File: config.mk
export PLATFORM = sky130hd
export DESIGN_NAME = seg7_scan_decoder
export DESIGN_NICKNAME = d
export VERILOG_FILES = /design/src/rtl/seg7_scan_decoder_pkg.sv /design/src/rtl/seg7_scan_decoder_pattern_decode.sv /design/src/rtl/seg7_scan_decoder.sv
export SDC_FILE = /design/constraint.sdc
export NUM_CORES = 1
export LEC_CHECK = 0
export CAP_MARGIN = 10
export CORE_ASPECT_RATIO = 0.6
export CORE_MARGIN = 3
export CORE_UTILIZATION = 40
export CTS_CLUSTER_SIZE = 30
export DETAILED_ROUTE_END_ITERATION = 8
export DONT_BUFFER_PORTS = 1
export HOLD_SLACK_MARGIN = 0.03
export PLACE_DENSITY = 0.62
export SYNTH_ARGS = -nofsm -noshare
export SYNTH_HDL_FRONTEND = slang
export SYNTH_SLANG_ARGS = --single-unit
File: constraint.sdc
create_clock -name clk -period 3.4 [get_ports clk]
set_input_delay 0.34 -clock clk [delete_from_list [all_inputs] [get_ports clk]]
set_output_delay 0.34 -clock clk [all_outputs]
set_load 0.02 [all_outputs]
File: src/rtl/seg7_scan_decoder_pkg.sv
// Shared constants for the multiplexed 7-segment scan decoder and the CPU display driver.
// Segment patterns are listed a..g from MSB to LSB with 1 meaning lit.
package seg7_scan_decoder_pkg;

    localparam int NUM_DIGITS = 4;
    localparam int NUM_SEGS   = 7;
    localparam int DIGIT_W    = 4;

    localparam logic [NUM_SEGS-1:0] SEG_PAT_0     = 7'b1111110;
    localparam logic [NUM_SEGS-1:0] SEG_PAT_1     = 7'b0110000;
    localparam logic [NUM_SEGS-1:0] SEG_PAT_2     = 7'b1101101;
    localparam logic [NUM_SEGS-1:0] SEG_PAT_3     = 7'b1111001;
    localparam logic [NUM_SEGS-1:0] SEG_PAT_4     = 7'b0110011;
    localparam logic [NUM_SEGS-1:0] SEG_PAT_5     = 7'b1011011;
    localparam logic [NUM_SEGS-1:0] SEG_PAT_6     = 7'b1011111;
    localparam logic [NUM_SEGS-1:0] SEG_PAT_7     = 7'b1110000;
    localparam logic [NUM_SEGS-1:0] SEG_PAT_8     = 7'b1111111;
    localparam logic [NUM_SEGS-1:0] SEG_PAT_9     = 7'b1111011;
    localparam logic [NUM_SEGS-1:0] SEG_PAT_A     = 7'b1110111;
    localparam logic [NUM_SEGS-1:0] SEG_PAT_B     = 7'b0011111;
    localparam logic [NUM_SEGS-1:0] SEG_PAT_C     = 7'b1001110;
    localparam logic [NUM_SEGS-1:0] SEG_PAT_D     = 7'b0111101;
    localparam logic [NUM_SEGS-1:0] SEG_PAT_E     = 7'b1001111;
    localparam logic [NUM_SEGS-1:0] SEG_PAT_F     = 7'b1000111;
    localparam logic [NUM_SEGS-1:0] SEG_PAT_BLANK = 7'b0000000;

    typedef enum logic [1:0] {
        ST_IDLE   = 2'd0,
        ST_SETTLE = 2'd1,
        ST_HELD   = 2'd2
    } scan_state_e;

    // True when exactly one active-low enable is asserted.
    function automatic logic is_one_low(input logic [NUM_DIGITS-1:0] an);
        int zeros;
        zeros = 0;
        for (int i = 0; i < NUM_DIGITS; i++) begin
            if (!an[i]) zeros++;
        end
        return (zeros == 1);
    endfunction

endpackage

File: src/rtl/seg7_scan_decoder_pattern_decode.sv
// Combinational lookup of a lit-high segment pattern into its hex value.
// Blank decodes as a legal pattern with value 0; anything outside the table is flagged invalid.
module seg7_pattern_decode
    import seg7_scan_decoder_pkg::*;
(
    input  logic [NUM_SEGS-1:0] seg_lit_i,
    output logic [DIGIT_W-1:0]  value_o,
    output logic                blank_o,
    output logic                valid_o
);

    always_comb begin
        value_o = '0;
        blank_o = 1'b0;
        valid_o = 1'b1;
        case (seg_lit_i)
            SEG_PAT_0:     value_o = 4'h0;
            SEG_PAT_1:     value_o = 4'h1;
            SEG_PAT_2:     value_o = 4'h2;
            SEG_PAT_3:     value_o = 4'h3;
            SEG_PAT_4:     value_o = 4'h4;
            SEG_PAT_5:     value_o = 4'h5;
            SEG_PAT_6:     value_o = 4'h6;
            SEG_PAT_7:     value_o = 4'h7;
            SEG_PAT_8:     value_o = 4'h8;
            SEG_PAT_9:     value_o = 4'h9;
            SEG_PAT_A:     value_o = 4'hA;
            SEG_PAT_B:     value_o = 4'hB;
            SEG_PAT_C:     value_o = 4'hC;
            SEG_PAT_D:     value_o = 4'hD;
            SEG_PAT_E:     value_o = 4'hE;
            SEG_PAT_F:     value_o = 4'hF;
            SEG_PAT_BLANK: blank_o = 1'b1;
            default:       valid_o = 1'b0;
        endcase
    end

endmodule

File: src/rtl/seg7_scan_decoder.sv
// Sniffs a multiplexed 4-digit 7-segment bus and recovers the displayed hex digits once
// each digit's pattern has been stable for STABLE_CYCLES sampled cycles.
module seg7_scan_decoder
    import seg7_scan_decoder_pkg::*;
#(
    parameter int STABLE_CYCLES = 4
) (
    input  logic                            clk,
    input  logic                            rst,
    input  logic [NUM_SEGS-1:0]             seg_in,
    input  logic [NUM_DIGITS-1:0]           an_in,
    output logic [NUM_DIGITS*DIGIT_W-1:0]   digits_o,
    output logic [NUM_DIGITS-1:0]           digit_vld_o,
    output logic [NUM_DIGITS-1:0]           blank_o,
    output logic                            frame_o,
    output logic                            an_err_o,
    output logic                            seg_err_o
);

    localparam int PAT_W = NUM_SEGS + NUM_DIGITS;
    localparam logic [7:0] STABLE_CNT = 8'(STABLE_CYCLES);

    logic [NUM_SEGS-1:0]           seg_q, seg_d;
    logic [NUM_DIGITS-1:0]         an_q, an_d;
    logic [PAT_W-1:0]              prev_q, prev_d;
    scan_state_e                   state_q, state_d;
    logic [7:0]                    cnt_q, cnt_d;
    logic [NUM_DIGITS*DIGIT_W-1:0] digits_q, digits_d;
    logic [NUM_DIGITS-1:0]         vld_q, vld_d;
    logic [NUM_DIGITS-1:0]         blank_q, blank_d;
    logic [NUM_DIGITS-1:0]         seen_q, seen_d;
    logic                          frame_q, frame_d;
    logic                          an_err_q, an_err_d;
    logic                          seg_err_q, seg_err_d;

    logic [PAT_W-1:0]   cur_pat;
    logic               pat_chg;
    logic               one_low;
    logic               multi_low;
    logic               prev_multi;
    logic [1:0]         dig_idx;
    logic               accept;
    logic [DIGIT_W-1:0] dec_value;
    logic               dec_blank;
    logic               dec_valid;

    // The bus is active-low; the decoder works on lit-high patterns.
    seg7_pattern_decode u_decode (
        .seg_lit_i (~seg_q),
        .value_o   (dec_value),
        .blank_o   (dec_blank),
        .valid_o   (dec_valid)
    );

    assign cur_pat    = {seg_q, an_q};
    assign pat_chg    = (cur_pat != prev_q);
    assign one_low    = is_one_low(an_q);
    assign multi_low  = (an_q != '1) && !one_low;
    assign prev_multi = (prev_q[NUM_DIGITS-1:0] != '1) && !is_one_low(prev_q[NUM_DIGITS-1:0]);

    always_comb begin
        dig_idx = '0;
        for (int i = 0; i < NUM_DIGITS; i++) begin
            if (!an_q[i]) dig_idx = 2'(i);
        end
    end

    always_comb begin
        seg_d     = seg_in;
        an_d      = an_in;
        prev_d    = cur_pat;
        state_d   = state_q;
        cnt_d     = cnt_q;
        digits_d  = digits_q;
        vld_d     = vld_q;
        blank_d   = blank_q;
        an_err_d  = 1'b0;
        seg_err_d = 1'b0;
        accept    = 1'b0;
        // A completed frame is reported one cycle later and the tracker restarts empty.
        frame_d   = (seen_q == '1);
        seen_d    = (seen_q == '1) ? '0 : seen_q;

        if (an_q == '1) begin
            state_d = ST_IDLE;
            cnt_d   = '0;
        end else if (multi_low) begin
            state_d  = ST_IDLE;
            cnt_d    = '0;
            an_err_d = !prev_multi;
        end else if (pat_chg || (state_q == ST_SETTLE)) begin
            state_d = ST_SETTLE;
            if (pat_chg) begin
                cnt_d = 8'd1;
            end else if (cnt_q < STABLE_CNT) begin
                cnt_d = cnt_q + 8'd1;
            end else begin
                cnt_d = STABLE_CNT;
            end
            if (cnt_d == STABLE_CNT) begin
                accept  = 1'b1;
                state_d = ST_HELD;
            end
        end

        if (accept) begin
            if (dec_valid) begin
                digits_d[{dig_idx, 2'b00} +: DIGIT_W] = dec_blank ? '0 : dec_value;
                vld_d[dig_idx]   = 1'b1;
                blank_d[dig_idx] = dec_blank;
                seen_d[dig_idx]  = 1'b1;
            end else begin
                seg_err_d = 1'b1;
            end
        end
    end

    always_ff @(posedge clk or negedge rst) begin
        if (!rst) begin
            seg_q     <= '1;
            an_q      <= '1;
            prev_q    <= '1;
            state_q   <= ST_IDLE;
            cnt_q     <= '0;
            digits_q  <= '0;
            vld_q     <= '0;
            blank_q   <= '0;
            seen_q    <= '0;
            frame_q   <= 1'b0;
            an_err_q  <= 1'b0;
            seg_err_q <= 1'b0;
        end else begin
            seg_q     <= seg_d;
            an_q      <= an_d;
            prev_q    <= prev_d;
            state_q   <= state_d;
            cnt_q     <= cnt_d;
            digits_q  <= digits_d;
            vld_q     <= vld_d;
            blank_q   <= blank_d;
            seen_q    <= seen_d;
            frame_q   <= frame_d;
            an_err_q  <= an_err_d;
            seg_err_q <= seg_err_d;
        end
    end

    assign digits_o    = digits_q;
    assign digit_vld_o = vld_q;
    assign blank_o     = blank_q;
    assign frame_o     = frame_q;
    assign an_err_o    = an_err_q;
    assign seg_err_o   = seg_err_q;

endmodule
==> run summary <==
Max_cap viols -> 0
Initial antenna violation count -> 0
Crit-path cells -> inv_1, ha_1, xnor2_1, ha_1, nor3_1, a21o_1, and4b_1, nand3_4, mux2_4
Num CTS Buffers -> 9
Largest net degree at the start of global routing -> 64
F_max -> 327.0 MHz
Commonest cells after routing, fill and taps aside -> dfrtp_1 (41), nor2_1 (29), dfstp_2 (22)
Die H -> 76.04 um
Rel. slew slack -> 58.47%
Total negative slack -> 0 ps
Avg Vias per Cell -> 5.080
Ys async rst share -> 100.0%
Worst slew pin tran -> 617.5 ps
Top sig layer -> met4
Internal power -> 0.001382 W
DRC -> 0
Vias in the first global route -> 2041
Worst-path fanout max -> 8
Antenna diodes -> 0
TritonCTS Sinks -> 63
CTS resizes -> 0
Die area -> 9333 um^2
Final Max Slew Viols -> 0
Metal-1 WL -> 3.235 mm
Crit share post-route -> 89.94%
Gr ovfl total -> 0
Tot Pwr -> 0.001822 W
Layout cells sized above 1 -> 22.88%
HP Class -> reg -> reg
Status -> completed
Vias -> 2083
Synthesized flop and latch total -> 63
Cell taking the most area after synthesis -> dfrtp_1
Total track usage -> 14.82%
Fin crit period -> 3058 ps
Leak -> 1.753 nW
Die W -> 122.7 um
Clk root buf -> clkbuf_16
DRT antenna net count -> 0
Core area -> 7597 um^2
First drt pass iteration count -> 5
Slowest cell on crit path -> dfstp_2
Syn avg cell area -> 11.40 um^2
Crit Path Class -> reg -> reg
Port buffer count -> 0
Worst-skew pair later-pin latency -> 330 ps
Ports -> 40
Critical path endpoint category -> flop
Top cells by area, synth -> dfrtp_1 (31%), dfstp_2 (18%), mux2_4 (7.3%)
Commonest non-fill, non-tap cell in the layout -> dfrtp_1
Syn_nets -> 317
Placer congestion estimate -> 0.8185
Metal3 WL -> 395 um
Switching share of total power -> 24.16%
Syn Inst Count -> 287
Area growth syn-to-layout -> 15.03%
First-pass GRT wire length -> 10.74 mm
Hold Vio Cnt, Final -> 0
Initial core utilization -> 43.05%
Yosys cell types -> 54
HPWL Detailed -> 4.377 mm
Met2 WL -> 2.357 mm
Top cell type's share of synthesized area -> 31.37%
Critical path startpoint category -> flop
Finish-stage setup viols -> 0
Routed len/inst -> 14.87 um
Post-synth EDFFs -> 0
Comb pwr share -> 8.4%
Yosys warning count -> 0
Critical path data arrival time -> 3270 ps
Slowest Stage Delay on Critical Path -> 570 ps
Max Buffers Root-to-Sink -> 2
Peak VDD IR -> 298.9 uV
Final worst clock skew -> 5.491 ps
Pwr/cell area -> 484.3 nW/um^2
Final WL -> 6.096 mm
Net Switching -> 0.0004402 W
Nets -> 331
Initial drt markers -> 121
Unrepaired setup endpoints after global routing -> no
Register share of total power -> 44.6%
Clock power frac -> 47.0%
Row Count -> 24
Netlist Area Pre-Place -> 3271 um^2
H-tree level count -> 3
Worst-path clk slew -> 50 ps
Most used cell, CP -> ha_1
Req. time, crit path -> 3610 ps
CTS tree -> built
Synth Flop Type -> dfrtp_1
Sequential fraction of the synthesis area -> 49.04%
==> worst max-delay path: cells and delay by family (launching register included) <==
kind / cells / cell delay [ps]
flops: 1 / 570
xor+xnor: 1 / 250
mux: 1 / 330
buf+inv: 1 / 60
fa+ha+maj: 2 / 640
simple gates: 3 / 930
compound gates: 1 / 160
==> power groups by stage <==
stage | registers (W) | logic (W) | clock network, W
final | 0.000813 | 0.000152 | 0.000856
after global routing | 0.000818 | 0.000174 | 0.000921
after CTS | 0.000813 | 0.000154 | 0.000880
after detailed placement | 0.000826 | 0.000123 | 0
after global placement | 0.000825 | 0.000120 | 0
after floorplan | 0.000807 | 0.000119 | 0
==> kinds of logic (layout without fill, tap and decap cells) <==
group | after synthesis | in the layout | share of synthesized area (%)
adders and majority gates | 17 | 17 | 6.503
and+or+nand+nor | 104 | 104 | 18.63
muxes | 23 | 23 | 9.526
xor gates and xnor gates | 16 | 16 | 4.285
AOI/OAI and AO/OA | 37 | 37 | 7.728
buffers and inverters | 27 | 46 | 4.285
DFF | 63 | 63 | 49.04
==> area by class of cell <==
cell class                      instances  area (um^2)
Timing Repair Buffer                   14        155.1
Tap cell                              104        130.1
Inverter                               16        62.56
Clock buffer                           12        256.5
Multi-Input combinational cell        197         1526
Fill cell                             682         3835
Sequential cell                        63         1604
Clock inverter                          4        27.53
==> flip-flops by register name, summed over array words and instances (netlist names) <==
signal       flops
digit_vld_o      4
blank_o          4
an_err_o         1
frame_o          1
state_q          2
cnt_q            8
seg_q            7
prev_q          11
an_q             4
digits_o        16
seg_err_o        1
seen_q           4
==> Yosys cell counts, drive strengths merged, types with 2 or more instances <==
| cell | count |
|---|---|
| a21oi | 10 |
| nand2 | 17 |
| nor3 | 11 |
| a21boi | 3 |
| dfrtp | 41 |
| mux2i | 6 |
| a31oi | 3 |
| ha | 17 |
| nor2 | 29 |
| clkbuf | 2 |
| buf | 9 |
| nand3b | 2 |
| and3 | 6 |
| a211o | 2 |
| nor4 | 2 |
| nand4 | 5 |
| or2 | 2 |
| and4b | 2 |
| nor2b | 2 |
| mux2 | 17 |
| o21ai | 5 |
| inv | 16 |
| nand3 | 11 |
| or3 | 2 |
| dfstp | 22 |
| xnor2 | 15 |
| o21a | 3 |
| nand2b | 8 |
==> per-layer routing <==
metal,track usage [%],up-vias
met4,5.028,0
met2,17.66,50
met3,6.528,11
met1,23.07,995
li1,-,1027
met5,0,-
==> timing repair <==
item | CTS | global route
hold buffers | 13 | 0
hold endpoints to repair | 74 | 0
setup endpoints to repair | 0 | 0
setup buffers | 0 | 0
==> per-stage QoR <==
stage	util [%]	instances	hold slack, ps	area [um^2]	setup slack [ps]
6_report	49.52	410	394.7	3762	342.2
3_3_place_gp	43.84	381	46.96	3331	514.9
2_1_floorplan	-	287	44.41	3271	838.1
3_5_place_dp	43.84	381	46.96	3331	344.3
5_1_grt	49.52	410	404.6	3762	153.0
4_1_cts	49.52	410	396.8	3762	335.0
==> final timing paths <==
path,from,end,slack [ps],cells after the start
min,an_q[0]$_DFF_PN1_,prev_q[0]$_DFF_PN1_,390,0
max in group asynchronous,rst,an_q[0]$_DFF_PN1_,2560,2
max reg2reg,an_q[0]$_DFF_PN1_,digits_o[1]$_DFFE_PN0P_,340,9
min in group asynchronous,rst,digit_vld_o[3]$_DFFE_PN0P_,550,2
max,an_q[0]$_DFF_PN1_,digits_o[1]$_DFFE_PN0P_,340,9
min reg2reg,an_q[0]$_DFF_PN1_,prev_q[0]$_DFF_PN1_,390,0
No activity file was read; power rests on OpenSTA's default activity.
